### config.mk
export PLATFORM = sky130hd
export DESIGN_NAME = seg7_time_display
export DESIGN_NICKNAME = d
export VERILOG_FILES = /design/src/rtl/seg7_pkg.sv /design/src/rtl/bin2bcd_seq.sv /design/src/rtl/seg7_time_display.sv
export SDC_FILE = /design/constraint.sdc
export NUM_CORES = 1
export LEC_CHECK = 0
export BUFFER_PORTS_ARGS = -buffer_cell sky130_fd_sc_hd__buf_2
export CORE_MARGIN = 4
export CORE_UTILIZATION = 39
export CTS_CLUSTER_SIZE = 14
export DETAILED_ROUTE_END_ITERATION = 10
export PLACE_DENSITY = 0.65
export SYNTH_ARGS = -nofsm -noshare
export SYNTH_HDL_FRONTEND = slang
export SYNTH_HIERARCHICAL = 1
export SYNTH_SLANG_ARGS = --single-unit
### constraint.sdc
create_clock -name clk_100M -period 2.85 [get_ports clk_100M]
set_input_delay 0.4275 -clock clk_100M [delete_from_list [all_inputs] [get_ports clk_100M]]
set_output_delay 0.4275 -clock clk_100M [all_outputs]
set_load 0.05 [all_outputs]
### src/rtl/seg7_pkg.sv
// Shared constants, converter states and display-register layout for the 7-segment time display.
package seg7_pkg;

  // Active-low cathode patterns, bit order {g,f,e,d,c,b,a}
  localparam logic [6:0] SEG_0    = 7'b1000000;
  localparam logic [6:0] SEG_1    = 7'b1111001;
  localparam logic [6:0] SEG_2    = 7'b0100100;
  localparam logic [6:0] SEG_3    = 7'b0110000;
  localparam logic [6:0] SEG_4    = 7'b0011001;
  localparam logic [6:0] SEG_5    = 7'b0010010;
  localparam logic [6:0] SEG_6    = 7'b0000010;
  localparam logic [6:0] SEG_7    = 7'b1111000;
  localparam logic [6:0] SEG_8    = 7'b0000000;
  localparam logic [6:0] SEG_9    = 7'b0010000;
  localparam logic [6:0] SEG_DASH = 7'b0111111;
  localparam logic [6:0] SEG_OFF  = 7'b1111111;

  // Scan slot order, an[0] is the rightmost digit
  localparam logic [1:0] DIG_SEC_ONES = 2'd0;
  localparam logic [1:0] DIG_SEC_TENS = 2'd1;
  localparam logic [1:0] DIG_MIN_ONES = 2'd2;
  localparam logic [1:0] DIG_MIN_TENS = 2'd3;

  // Largest value shown as digits; 60..63 are rendered as dashes
  localparam logic [5:0] MAX_VALID = 6'd59;

  typedef enum logic [1:0] {
    ST_IDLE = 2'd0,
    ST_CONV = 2'd1,
    ST_LOAD = 2'd2
  } conv_state_t;

  // Converted time held for the scanner
  typedef struct packed {
    logic       min_oor;
    logic       sec_oor;
    logic [3:0] min_tens;
    logic [3:0] min_ones;
    logic [3:0] sec_tens;
    logic [3:0] sec_ones;
  } disp_t;

  // Cathode pattern for one BCD digit; a field out of range shows a dash
  function automatic logic [6:0] digit_seg(input logic [3:0] d, input logic oor);
    logic [6:0] s;
    s = SEG_DASH;
    if (!oor) begin
      case (d)
        4'd0:    s = SEG_0;
        4'd1:    s = SEG_1;
        4'd2:    s = SEG_2;
        4'd3:    s = SEG_3;
        4'd4:    s = SEG_4;
        4'd5:    s = SEG_5;
        4'd6:    s = SEG_6;
        4'd7:    s = SEG_7;
        4'd8:    s = SEG_8;
        4'd9:    s = SEG_9;
        default: s = SEG_DASH;
      endcase
    end
    return s;
  endfunction

endpackage

### src/rtl/bin2bcd_seq.sv
// Six-bit sequential double-dabble: one shift per cycle, six cycles after start.
module bin2bcd_seq (
  input  logic       clk_100M,
  input  logic       reset,
  input  logic       start,
  input  logic [5:0] bin,
  output logic [3:0] tens,
  output logic [3:0] ones,
  output logic       done
);

  localparam logic [2:0] LAST_SHIFT = 3'd5;

  logic [5:0] sr;
  logic [2:0] cnt;
  logic       busy;
  logic [3:0] t_adj;
  logic [3:0] o_adj;

  // Add-3 correction applied to each BCD nibble before it is shifted
  always_comb begin
    t_adj = (tens >= 4'd5) ? tens + 4'd3 : tens;
    o_adj = (ones >= 4'd5) ? ones + 4'd3 : ones;
  end

  // Load on start, then shift {tens, ones, sr} left once per cycle
  always_ff @(posedge clk_100M or posedge reset) begin
    if (reset) begin
      sr   <= '0;
      tens <= '0;
      ones <= '0;
      cnt  <= '0;
      busy <= 1'b0;
      done <= 1'b0;
    end else if (start) begin
      sr   <= bin;
      tens <= '0;
      ones <= '0;
      cnt  <= '0;
      busy <= 1'b1;
      done <= 1'b0;
    end else if (busy) begin
      {tens, ones, sr} <= 14'({t_adj, o_adj, sr} << 1);
      cnt <= cnt + 3'd1;
      if (cnt == LAST_SHIFT) begin
        busy <= 1'b0;
        done <= 1'b1;
      end
    end
  end

endmodule

### src/rtl/seg7_time_display.sv
// MM:SS multiplexed common-anode 7-segment driver fed by the clock core's binary time.
module seg7_time_display
  import seg7_pkg::*;
#(
  parameter int unsigned CLK_FREQ_HZ  = 100_000_000,
  parameter int unsigned REFRESH_HZ   = 1000,
  parameter int unsigned BLINK_HZ     = 2,
  parameter int unsigned GUARD_CYCLES = 16
) (
  input  logic       clk_100M,
  input  logic       reset,
  input  logic [5:0] sec_binary,
  input  logic [5:0] min_binary,
  input  logic       min_set_switch,
  output logic [3:0] an,
  output logic [6:0] seg,
  output logic       dp,
  output logic       bcd_valid
);

  localparam int unsigned SCAN_DIV     = CLK_FREQ_HZ / REFRESH_HZ;
  localparam int unsigned BLINK_DIV    = CLK_FREQ_HZ / (2 * BLINK_HZ);
  localparam int unsigned SCAN_W       = (SCAN_DIV > 1) ? $clog2(SCAN_DIV) : 1;
  localparam int unsigned BLINK_W      = (BLINK_DIV > 1) ? $clog2(BLINK_DIV) : 1;
  // Cathodes reload on the last guard cycle, so they switch with all anodes dark
  localparam int unsigned SEG_LOAD_CNT = (GUARD_CYCLES > 0) ? GUARD_CYCLES - 1 : 0;
  localparam logic [2:0]  LAST_SHIFT   = 3'd5;

  conv_state_t state;
  logic        first_flag;
  logic [5:0]  cap_min;
  logic [5:0]  cap_sec;
  logic [2:0]  shift_cnt;
  disp_t       disp;
  logic        conv_start;

  logic [3:0]  sec_tens;
  logic [3:0]  sec_ones;
  logic [3:0]  min_tens;
  logic [3:0]  min_ones;
  logic        sec_done;
  logic        min_done;

  logic [SCAN_W-1:0]  presc;
  logic [1:0]         digit;
  logic [BLINK_W-1:0] blink_cnt;
  logic               blink_phase;

  logic [3:0] an_nxt;
  logic [6:0] seg_sel;
  logic       dp_sel;
  logic       blank;

  // A new conversion starts from IDLE after reset or whenever the inputs differ from the last capture
  assign conv_start = (state == ST_IDLE) &&
                      (first_flag || ({min_binary, sec_binary} != {cap_min, cap_sec}));

  bin2bcd_seq u_sec_bcd (
    .clk_100M (clk_100M),
    .reset    (reset),
    .start    (conv_start),
    .bin      (sec_binary),
    .tens     (sec_tens),
    .ones     (sec_ones),
    .done     (sec_done)
  );

  bin2bcd_seq u_min_bcd (
    .clk_100M (clk_100M),
    .reset    (reset),
    .start    (conv_start),
    .bin      (min_binary),
    .tens     (min_tens),
    .ones     (min_ones),
    .done     (min_done)
  );

  // Converter sequencing: capture, six shifts, then load the display register
  always_ff @(posedge clk_100M or posedge reset) begin
    if (reset) begin
      state      <= ST_IDLE;
      first_flag <= 1'b1;
      cap_min    <= '0;
      cap_sec    <= '0;
      shift_cnt  <= '0;
      disp       <= '0;
      bcd_valid  <= 1'b0;
    end else begin
      case (state)
        ST_IDLE: begin
          if (conv_start) begin
            cap_min    <= min_binary;
            cap_sec    <= sec_binary;
            first_flag <= 1'b0;
            shift_cnt  <= '0;
            state      <= ST_CONV;
          end
        end
        ST_CONV: begin
          shift_cnt <= shift_cnt + 3'd1;
          if (shift_cnt == LAST_SHIFT) state <= ST_LOAD;
        end
        ST_LOAD: begin
          if (sec_done && min_done) begin
            disp.sec_ones <= sec_ones;
            disp.sec_tens <= sec_tens;
            disp.min_ones <= min_ones;
            disp.min_tens <= min_tens;
            disp.sec_oor  <= (cap_sec > MAX_VALID);
            disp.min_oor  <= (cap_min > MAX_VALID);
            bcd_valid     <= 1'b1;
          end
          state <= ST_IDLE;
        end
        default: state <= ST_IDLE;
      endcase
    end
  end

  // Digit-slot prescaler and free-running blink phase
  always_ff @(posedge clk_100M or posedge reset) begin
    if (reset) begin
      presc       <= '0;
      digit       <= DIG_SEC_ONES;
      blink_cnt   <= '0;
      blink_phase <= 1'b0;
    end else begin
      if (presc == SCAN_W'(SCAN_DIV - 1)) begin
        presc <= '0;
        digit <= digit + 2'd1;
      end else begin
        presc <= presc + SCAN_W'(1);
      end
      if (blink_cnt == BLINK_W'(BLINK_DIV - 1)) begin
        blink_cnt   <= '0;
        blink_phase <= ~blink_phase;
      end else begin
        blink_cnt <= blink_cnt + BLINK_W'(1);
      end
    end
  end

  // Next anode, cathode and colon values for the current slot
  always_comb begin
    an_nxt  = 4'b1111;
    seg_sel = SEG_OFF;
    dp_sel  = 1'b1;
    blank   = min_set_switch && !blink_phase &&
              ((digit == DIG_MIN_ONES) || (digit == DIG_MIN_TENS));
    case (digit)
      DIG_SEC_ONES: seg_sel = digit_seg(disp.sec_ones, disp.sec_oor);
      DIG_SEC_TENS: seg_sel = digit_seg(disp.sec_tens, disp.sec_oor);
      DIG_MIN_ONES: begin
        seg_sel = digit_seg(disp.min_ones, disp.min_oor);
        dp_sel  = 1'b0;
      end
      DIG_MIN_TENS: seg_sel = digit_seg(disp.min_tens, disp.min_oor);
      default:      seg_sel = SEG_OFF;
    endcase
    if ((presc >= SCAN_W'(GUARD_CYCLES)) && !blank) an_nxt = ~(4'b0001 << digit);
  end

  // Registered display outputs; cathodes only reload inside the guard window
  always_ff @(posedge clk_100M or posedge reset) begin
    if (reset) begin
      an  <= 4'b1111;
      seg <= SEG_OFF;
      dp  <= 1'b1;
    end else begin
      an <= an_nxt;
      if (presc == SCAN_W'(SEG_LOAD_CNT)) begin
        seg <= seg_sel;
        dp  <= dp_sel;
      end
    end
  end

endmodule

==> results.json, run 1 <==
{
  "status": "complete, no violations",
  "drt_pass1_iterations": 4,
  "insertedDiodeCount": 0,
  "hold_class": "in2async",
  "synth_top_family_by_area": "simple AND/OR/NAND/NOR gates",
  "clkTransAtPathRegs_ns": 0.06,
  "first_iter_violations": 271,
  "setup_viol": 0,
  "max_freq_mhz": 438,
  "layout_common_cells": "dfrtp_1, nor2_1, nand2_1",
  "cts_sinks": 132,
  "tightest_slew_ns": 0.925,
  "ys_ff_latch": 132,
  "rows": 49,
  "antenna_found_initial": 0,
  "port_buffers": 27,
  "slew_viol_final": 0,
  "cp.required_ns": 3.16,
  "cts_tree": "yes",
  "cts_max_level": 4,
  "start_util": 0.401,
  "final_common_cell": "dfrtp_1",
  "yosys.cell_types.count": 75,
  "ant_nets": 0,
  "nets": 776,
  "gr-total-overflow": 0,
  "clk_latency_ns": 0.42,
  "drive_above_1_share": 0.172,
  "via_per_inst": 5.25,
  "gp_congestion": 0.772,
  "maxSlewHeadroom": 0.383,
  "synth-adder-area-share": 0.0719,
  "drcViolationCount": 0,
  "worst_path_largest_cell_delay_ns": 0.62,
  "power_uw": 7280,
  "syn-instance-count": 691,
  "grt_max_degree": 39,
  "synth_mux_area_frac": 0.0745,
  "vias": 5047,
  "fill_cells": 1716,
  "syn_area_um2": 7310,
  "yosys.area.top_type": "dfrtp_1",
  "synth-xor-area-share": 0.0563,
  "cp.arrival_ns": 2.59,
  "seq_area_um2": 3320,
  "die_area_um2": 21000,
  "yosys_warnings": 6,
  "timing.final.ws_setup_ns": 0.565,
  "critPathTopFamily": "simple AND/OR/NAND/NOR gates",
  "yosys.area_share.simple": 0.180,
  "crit_type": "reg2reg",
  "seq_area_frac_synth": 0.454,
  "drt_wl_total_mm": 13.8,
  "synth_edf_count": 0,
  "grt_pass1_wl_mm": 23.9,
  "grt_usage": 0.141,
  "power_density_nw_per_um2": 881,
  "syn_nets": 748,
  "period_minus_slack_ns": 2.29,
  "fin_skew_ns": 0.0105,
  "r2r_cells": 5,
  "critical_path.max_fanout": 23,
  "core_area_um2": 18200,
  "synth_area_leaders": "dfrtp_1, ha_1, dfstp_2",
  "hold_violations": 0,
  "fin_crit_sh": 0.802,
  "rsz0062_at_grt": "no",
  "synth_compound_area_frac": 0.116,
  "peakVddDrop_mv": 0.535,
  "io_pins": 28,
  "crit_chain": "xor2_1 > nor4_2 > a41oi_4 > or4_1 > o311ai_1",
  "worst-path-stages": 5,
  "clockRootBuffer": "clkbuf_16",
  "cts_buffer_depth": 2,
  "crit_slowest_cell": "or4_1",
  "die_x_um": 145,
  "synth_top_area_frac": 0.407,
  "avgSynthCellArea_um2": 10.6,
  "synthArstFlopShare": 1.00,
  "die_y_um": 145,
  "place_ws_ns": 0.441,
  "setup-tns-final_ns": 0,
  "ctsResizeCount": 0,
  "cp_num_buf_inv": 0,
  "postCtsSetupBuffers": 0,
  "cts-buffers-inserted": 17,
  "cp-start-kind": "flip-flop",
  "wire_per_inst_um": 14.3,
  "synthFlopType": "dfrtp_1",
  "end_kind": "flip-flop",
  "multi_input_area_um2": 3640,
  "max_cap_violations": 0,
  "grt_pass1_vias": 4865,
  "leakage_uw": 0.00363,
  "ctsHoldBuffers": 0,
  "hpwlAfterDp_mm": 9.80,
  "area_delta_synth_final_pct": 13.1
}
stage by stage:
step / hold WS, ns / cells / cell area, µm² / util
after global routing: 0.215 / 961 / 8270 / 0.454
after CTS: 0.189 / 961 / 8270 / 0.454
after detailed placement: 0.455 / 929 / 7630 / 0.419
after floorplan: 0.379 / 691 / 7310 / -
final: 0.170 / 961 / 8270 / 0.454
after global placement: 0.442 / 929 / 7630 / 0.419
cells by family after synthesis:
family	Yosys count
AO/OA/AOI/OAI	123
adder cells (fa/ha/maj)	42
buffers and inverters	66
XOR/XNOR	47
flip-flops	132
multiplexers	50
AND/OR/NAND/NOR	231
flip-flops by register name, indices dropped and copies added (netlist names), 2 cells and up:
register,count
disp,18
u_sec_bcd/sr,6
u_min_bcd/cnt,3
cap_sec,6
u_min_bcd/ones,4
shift_cnt,3
presc,17
an,4
cap_min,6
u_sec_bcd/ones,4
u_sec_bcd/cnt,3
state,2
u_sec_bcd/tens,4
digit,2
blink_cnt,25
u_min_bcd/sr,6
seg,7
u_min_bcd/tens,4
metal layers:
layer | up-vias | track usage | wire, µm
met2 | 62 | 0.205 | 6020
li1 | 2517 | - | -
met3 | 15 | 0.0352 | 376
met4 | 0 | 0.0486 | 194
met1 | 2453 | 0.205 | 7190
met5 | - | 0 | 0
synthesized netlist by cell type, types with 12 or more instances:
library cell,number
a21oi_1,22
dfrtp_1,119
dfstp_2,13
ha_1,42
inv_1,35
mux2_1,17
mux2_2,14
mux2i_1,18
nand2_1,46
nand2b_1,20
nand3_1,20
nand4_1,16
nor2_1,52
o21ai_0,35
xnor2_1,12
xor2_1,35
power breakdown:
group	switching (µW)	internal (µW)
Clock	818	1520
Sequential	553	2360
Combinational	1080	953
final cells by class:
cell class                      count  area share
Clock buffer                       21      0.0557
Clock inverter                     11      0.0212
Timing Repair Buffer               37      0.0285
Sequential cell                   132       0.401
Multi-Input combinational cell    493       0.440
Inverter                           38      0.0183
Tap cell                          229      0.0347
path summary, 6_finish.rpt:
path / startpoint / to / slack [ns]
worst max register to register: cap_sec[4]$_DFFE_PP0P_ / u_min_bcd/ones[1]$_DFFE_PP0P_ / 0.56
max in group asynchronous: reset / seg[6]$_DFFE_PP1N_ / 2.02
worst min-delay path: reset / cap_sec[3]$_DFFE_PP0P_ / 0.17
worst min register to register: blink_cnt[0]$_DFF_PP0_ / blink_cnt[0]$_DFF_PP0_ / 0.45
min in group clk_100M: min_binary[0] / u_min_bcd/sr[0]$_DFFE_PP0P_ / 0.26
worst max-delay path: cap_sec[4]$_DFFE_PP0P_ / u_min_bcd/ones[1]$_DFFE_PP0P_ / 0.56
(Power assumes the default switching activity.)
==> inputs of run 2 (changes only) <==
--- a/config.mk
+++ b/config.mk
@@ -5,12 +5,13 @@
 export SDC_FILE = /design/constraint.sdc
 export NUM_CORES = 1
 export LEC_CHECK = 0
+export ABC_AREA = 1
 export BUFFER_PORTS_ARGS = -buffer_cell sky130_fd_sc_hd__buf_2
 export CORE_MARGIN = 4
 export CORE_UTILIZATION = 39
 export CTS_CLUSTER_SIZE = 14
 export DETAILED_ROUTE_END_ITERATION = 10
-export PLACE_DENSITY = 0.65
+export PLACE_DENSITY = 0.64
 export SYNTH_ARGS = -nofsm -noshare
 export SYNTH_HDL_FRONTEND = slang
 export SYNTH_HIERARCHICAL = 1
==> constraint.sdc (replaced) <==
create_clock -name clk_100M -period 1.9 [get_ports clk_100M]
set_input_delay 0.285 -clock clk_100M [delete_from_list [all_inputs] [get_ports clk_100M]]
set_output_delay 0.285 -clock clk_100M [all_outputs]
set_load 0.05 [all_outputs]
==> run 2 against run 1 <==
  * Non-clock buffer count up 2
  * Routed wire length up 12%
  * First-iteration DRC count up 38%
  * Area after synthesis up 4.2%
  * Worst setup slack worse by 0.38 ns
  * Power up 44%
  * Fmax up 33%
  * Largest power group unchanged
  * Sequential share of layout area down 1.9 points
  * Critical path type unchanged
  * Critical endpoint is now u_min_bcd/tens[3]$_DFFE_PP0P_
  * Count of clock-buffer cells in the layout up 5
  * Highest routed layer unchanged
  * Sequential power up 42%
  * Worst hold slack worse by 0.042 ns
==> results.json, run 2 <==
{
  "status": "complete, no violations",
  "syn_nets": 1019,
  "r2r-end": "u_min_bcd/tens[3]$_DFFE_PP0P_",
  "power_density_nw_per_um2": 1210,
  "ctsResizeCount": 0,
  "critical_path.max_fanout": 19,
  "slew_viol_final": 0,
  "grt_max_degree": 43,
  "area_delta_synth_final_pct": 14.0,
  "drt_wl_total_mm": 15.4,
  "end_kind": "flip-flop",
  "synth_common_cells": "nand2_1, inv_1, dfrtp_1",
  "die_y_um": 148,
  "synthArstFlopShare": 1.00,
  "syn-instance-count": 962,
  "layout_common_cells": "nand2_1, inv_1, dfrtp_1",
  "insertedDiodeCount": 0,
  "cp_num_buf_inv": 3,
  "ys_ff_latch": 132,
  "syn_area_um2": 7610,
  "fin_skew_ns": 0.00914,
  "setup-tns-final_ns": 0,
  "postCtsSetupBuffers": 0,
  "swShare": 0.360,
  "grt_usage": 0.146,
  "crit_slowest_cell": "dfrtp_1",
  "synthFlopType": "dfrtp_1",
  "p_int_uw": 6700,
  "hpwlAfterDp_mm": 11.3,
  "hold_violations": 0,
  "nets": 1065,
  "reg_top3": "blink_cnt: 25 flops, disp: 18 flops, presc: 17 flops",
  "synth_top_area_frac": 0.391,
  "cp.arrival_ns": 2.04,
  "largest_reg_flops": 25,
  "rows": 50,
  "gp_congestion": 0.869,
  "drcViolationCount": 0,
  "cts_tree": "yes",
  "vias": 6110,
  "rsz0062_at_grt": "no",
  "design_area_um2": 8680,
  "cp-start-kind": "flip-flop",
  "r2r_cells": 12,
  "tightest_slew_ns": 0.547,
  "clockRootBuffer": "clkbuf_16",
  "synth_most_common_cell": "nand2_1",
  "wire_per_inst_um": 12.0,
  "synth_edf_count": 0,
  "antenna_found_initial": 0,
  "seq_power_share": 0.394,
  "crit_top_cell": "nand2_1",
  "final_common_cell": "nand2_1",
  "reg2reg_slack_ns": 0.18,
  "leakage_uw": 0.00430,
  "die_x_um": 148,
  "worstReg2RegStart": "cap_min[2]$_DFFE_PP0P_",
  "yosys.area.top_type": "dfrtp_1",
  "p_clk_frac": 0.303,
  "seq_area_frac_synth": 0.436,
  "drive_above_1_share": 0.121,
  "io_pins": 28,
  "avgSynthCellArea_um2": 7.92,
  "crit_type": "reg2reg",
  "largest-register": "blink_cnt",
  "yosys_warnings": 6,
  "worstSetupStartpoint": "cap_min[2]$_DFFE_PP0P_",
  "cts_max_level": 4,
  "max_freq_mhz": 582,
  "via_per_inst": 4.77,
  "die_area_um2": 21800,
  "hold_class": "in2reg",
  "max_cap_violations": 0,
  "grt_pass1_wl_mm": 26.6,
  "clkTransAtPathRegs_ns": 0.06,
  "grt_pass1_vias": 5775,
  "worst-path-stages": 12,
  "setup_viol": 0,
  "cp.required_ns": 2.23,
  "synth_area_leaders": "dfrtp_1, nand2_1, ha_1",
  "fin_crit_sh": 0.904,
  "port_buffers": 27,
  "maxSlewHeadroom": 0.635,
  "endpoint": "u_min_bcd/tens[3]$_DFFE_PP0P_",
  "place_area_um2": 8100,
  "core_area_um2": 19000,
  "ant_nets": 0,
  "worst_path_largest_cell_delay_ns": 0.41,
  "crit_chain": "nand2_1 > nand2_1 > nor2_1 > nand2_1 > nor2_1 > nand2_1 > nand2_4 > inv_1 > buf_12 > nor2_8 > inv_4 > o22ai_1",
  "drt_pass1_iterations": 5,
  "cts-buffers-inserted": 17,
  "start_util": 0.402,
  "combPwrFrac": 0.303,
  "gr-total-overflow": 0,
  "netSwitchingPower_uw": 3770,
  "cts_buffer_depth": 2,
  "yosys.cell_types.count": 47,
  "peakVddDrop_mv": 0.842,
  "clk_latency_ns": 0.41,
  "critPathTopFamily": "simple AND/OR/NAND/NOR gates",
  "first_iter_violations": 373,
  "period_minus_slack_ns": 1.72,
  "cts_sinks": 132
}
==> run 2: through the flow <==
stage / instances / worst slack (ns) / power (µW) / hold WS, ns / utilization
after CTS: 1281 / 0.157 / 10600 / 0.110 / 0.458
after global routing: 1281 / 0.00524 / 11300 / 0.111 / 0.458
after floorplan: 962 / 0.280 / 6620 / 0.236 / -
final: 1281 / 0.183 / 10500 / 0.128 / 0.458
after global placement: 1248 / 0.202 / 7280 / 0.365 / 0.427
after detailed placement: 1248 / 0.166 / 7360 / 0.367 / 0.427
==> run 2: worst min-delay path by stage <==
stage	startpoint	slack, ns	to	cells past startpoint
floorplan	reset	0.24	u_min_bcd/busy$_DFF_PP0_	1
global placement	reset	0.37	u_min_bcd/sr[2]$_DFFE_PP0P_	3
detailed placement	reset	0.37	u_min_bcd/sr[3]$_DFFE_PP0P_	3
CTS	sec_binary[2]	0.11	cap_sec[2]$_DFFE_PP0P_	3
global route	sec_binary[2]	0.11	cap_sec[2]$_DFFE_PP0P_	3
finish	sec_binary[2]	0.13	cap_sec[2]$_DFFE_PP0P_	3
==> run 2: repair_timing <==
item | in CTS | in global routing
hold buffers | 1 | 0
endpoints found under the setup margin | 0 | 1
endpoints found under the hold margin | 57 | 0
==> run 2: kinds of logic after synthesis <==
| group | synth area share |
|---|---|
| compound gates | 0.0859 |
| xor+xnor | 0.0334 |
| fa+ha+maj | 0.0690 |
| buf+inv | 0.0879 |
| flops | 0.436 |
| simple gates | 0.288 |
==> run 2: area by class of cell <==
class	instances	area, µm²
inverters	145	573
flip-flops and latches	132	3320
clock inverters	6	80.1
fillers	1892	10300
repair buffers	39	265
well taps	260	325
multi-input cells	673	3630
clock buffers	26	489
==> run 2: worst min-delay path: stages <==
cell and delay, ns:
buf_2 0.11, nand2_1 0.05, nand2_1 0.05
==> run 2: routing by layer <==
| layer | vias up | track usage | routed length [µm] |
|---|---|---|---|
| li1 | 3160 | - | - |
| met5 | - | 0 | 0 |
| met3 | 9 | 0.0402 | 676 |
| met1 | 2833 | 0.212 | 7960 |
| met4 | 0 | 0.0368 | 119 |
| met2 | 108 | 0.218 | 6670 |
==> run 2: power groups by stage <==
stage                     clock network, µW  logic [µW]  registers, µW
final                                  3170        3180           4130
after detailed placement                  0        3180           4170
after floorplan                           0        2680           3940
after global routing                   3370        3680           4240
after CTS                              3260        3200           4130
after global placement                    0        3120           4170
==> inputs of run 3 (changes only) <==
--- a/config.mk
+++ b/config.mk
@@ -11,6 +11,8 @@
 export CORE_UTILIZATION = 39
 export CTS_CLUSTER_SIZE = 14
 export DETAILED_ROUTE_END_ITERATION = 10
+export GPL_ROUTABILITY_DRIVEN = 0
+export GPL_TIMING_DRIVEN = 0
 export PLACE_DENSITY = 0.64
 export SYNTH_ARGS = -nofsm -noshare
 export SYNTH_HDL_FRONTEND = slang
==> run 3 against run 2 <==
  * Clock skew about the same
  * Worst setup slack worse by 0.085 ns
  * Critical path depth up 1
  * Cell area up 2.8%
  * Sequential share of layout area down 1.0 points
  * Count of clock-buffer cells in the layout down 7
  * Fmax down 4.7%
  * Die area unchanged
==> results.json, run 3 (synthesis gave the netlist of run 2 again) <==
{
  "dp.cells": 1251,
  "cp.required_ns": 2.24,
  "cts_max_level": 4,
  "first_iter_violations": 367,
  "cts_tree": "yes",
  "place_area_um2": 8120,
  "core_area_um2": 19000,
  "port_buffers": 27,
  "reg2reg_slack_ns": 0.1,
  "crit_type": "reg2reg",
  "critical_path.max_fanout": 8,
  "hold_ws_ns": 0.123,
  "layout_common_cells": "nand2_1, inv_1, dfrtp_1",
  "cp_num_buf_inv": 3,
  "final_common_cell": "nand2_1",
  "crit_top_cell": "nand2_1",
  "slew_viol_final": 0,
  "crit_chain": "nand2_1 > nand2_1 > nor2_1 > nand2_1 > nor2_1 > nand2_1 > nand2_4 > clkinvlp_4 > buf_8 > nor2_8 > inv_6 > nor2_4 > o21bai_1",
  "leakage_uw": 0.00439,
  "tightest_slew_ns": 0.781,
  "wire_per_inst_um": 12.2,
  "largest_reg_flops": 25,
  "maxSlewHeadroom": 0.479,
  "die_y_um": 148,
  "hold_violations": 0,
  "grt_max_degree": 40,
  "drcViolationCount": 0,
  "status": "complete, no violations",
  "insertedDiodeCount": 0,
  "max_freq_mhz": 555,
  "grt_pass1_wl_mm": 28.0,
  "rsz0062_at_grt": "yes",
  "grt_pass1_vias": 6011,
  "rows": 50,
  "area_delta_synth_final_pct": 17.1,
  "drt_pass1_iterations": 5,
  "reg_top3": "blink_cnt: 25 flops, disp: 18 flops, presc: 17 flops",
  "start_util": 0.402,
  "grt_usage": 0.154,
  "period_minus_slack_ns": 1.80,
  "power_density_nw_per_um2": 1240,
  "setup_viol": 0,
  "vias": 6217,
  "via_per_inst": 4.79,
  "gr-total-overflow": 0,
  "drt_wl_total_mm": 15.9,
  "drive_above_1_share": 0.144,
  "hpwlAfterDp_mm": 11.5,
  "io_pins": 28,
  "cp.arrival_ns": 2.15,
  "cts_sinks": 132,
  "cp-start-kind": "flip-flop",
  "largest-register": "blink_cnt",
  "instances_no_fill": 1299,
  "end_kind": "flip-flop",
  "antenna_found_initial": 0,
  "cts_buffer_depth": 2,
  "die_area_um2": 21800,
  "fin_crit_sh": 0.948,
  "cts-buffers-inserted": 17,
  "hold_class": "in2reg",
  "setup-tns-final_ns": 0,
  "clockRootBuffer": "clkbuf_16",
  "die_x_um": 148,
  "clkTransAtPathRegs_ns": 0.06,
  "nets": 1083,
  "clk_latency_ns": 0.42,
  "max_cap_violations": 0,
  "fin_skew_ns": 0.00876,
  "crit_slowest_cell": "dfrtp_1",
  "ant_nets": 0,
  "worst_path_largest_cell_delay_ns": 0.41,
  "peakVddDrop_mv": 0.751,
  "critPathTopFamily": "simple AND/OR/NAND/NOR gates",
  "design_area_um2": 8920
}
[run 3: cell types whose count changed in the layout (fill, tap and decap cells not counted), moves of 3 or more]
cell / previous run / this run
buf_4: 8 / 14
clkbuf_8: 3 / 0
clkinvlp_4: 1 / 5
buf_6: 0 / 7
[run 3: per-layer routing]
layer  wire length, µm  GRT usage  vias to the layer above
li1                  -          -                     3196
met1              8070      0.214                     2891
met2              6920      0.240                      114
met3               668     0.0395                       16
met4               209     0.0424                        0
met5                 0          0                        -
[run 3: what timing repair did]
action,4_1_cts,5_1_grt
setup buffers,0,15
setup endpoints to repair,0,46
endpoints found under the hold margin,16,0
hold buffers,1,0
resized for setup,0,23
[run 3: final timing paths]
check / cells after the start / startpoint / to
setup / recovery: 13 / cap_min[2]$_DFFE_PP0P_ / u_min_bcd/tens[0]$_DFFE_PP0P_
hold / removal: 3 / min_binary[2] / u_min_bcd/sr[2]$_DFFE_PP0P_
setup reg to reg: 13 / cap_min[2]$_DFFE_PP0P_ / u_min_bcd/tens[0]$_DFFE_PP0P_
hold reg to reg: 2 / seg[0]$_DFFE_PP1N_ / seg[0]$_DFFE_PP1N_
max in group asynchronous: 5 / reset / seg[2]$_DFFE_PP1N_
min in group asynchronous: 3 / reset / cap_min[3]$_DFFE_PP0P_
[run 3: tightest hold or removal path: cells and delay by family]
kind	cells	cell delay, ns
buffers and inverters	1	0.10
AO/OA/AOI/OAI	1	0.06
AND/OR/NAND/NOR	1	0.06
[run 3: report_power, final]
part	internal, µW	switching [µW]	leakage, µW	total [µW]
clock network	2060	1240	0.000283	3300
logic	1480	2180	0.00245	3660
registers	3480	596	0.00166	4070
total	7020	4010	0.00439	11000
[run 3: final cells by class]
cell class / instances / area [µm²]
plain buffers: 12 / 108
repair buffers: 45 / 309
well taps: 260 / 325
multi-input cells: 673 / 3670
clock inverters: 13 / 159
fillers: 1837 / 10000
inverters: 145 / 597
clock buffers: 19 / 433
flip-flops and latches: 132 / 3320
[run 3: stage by stage]
stage | power [µW] | util | setup WS [ns]
final | 11000 | 0.470 | 0.0980
after global routing | 12000 | 0.470 | -0.0645
after floorplan | 6620 | - | 0.280
after CTS | 10800 | 0.460 | 0.00767
after detailed placement | 7410 | 0.428 | 0.00728
after global placement | 7290 | 0.426 | -0.238
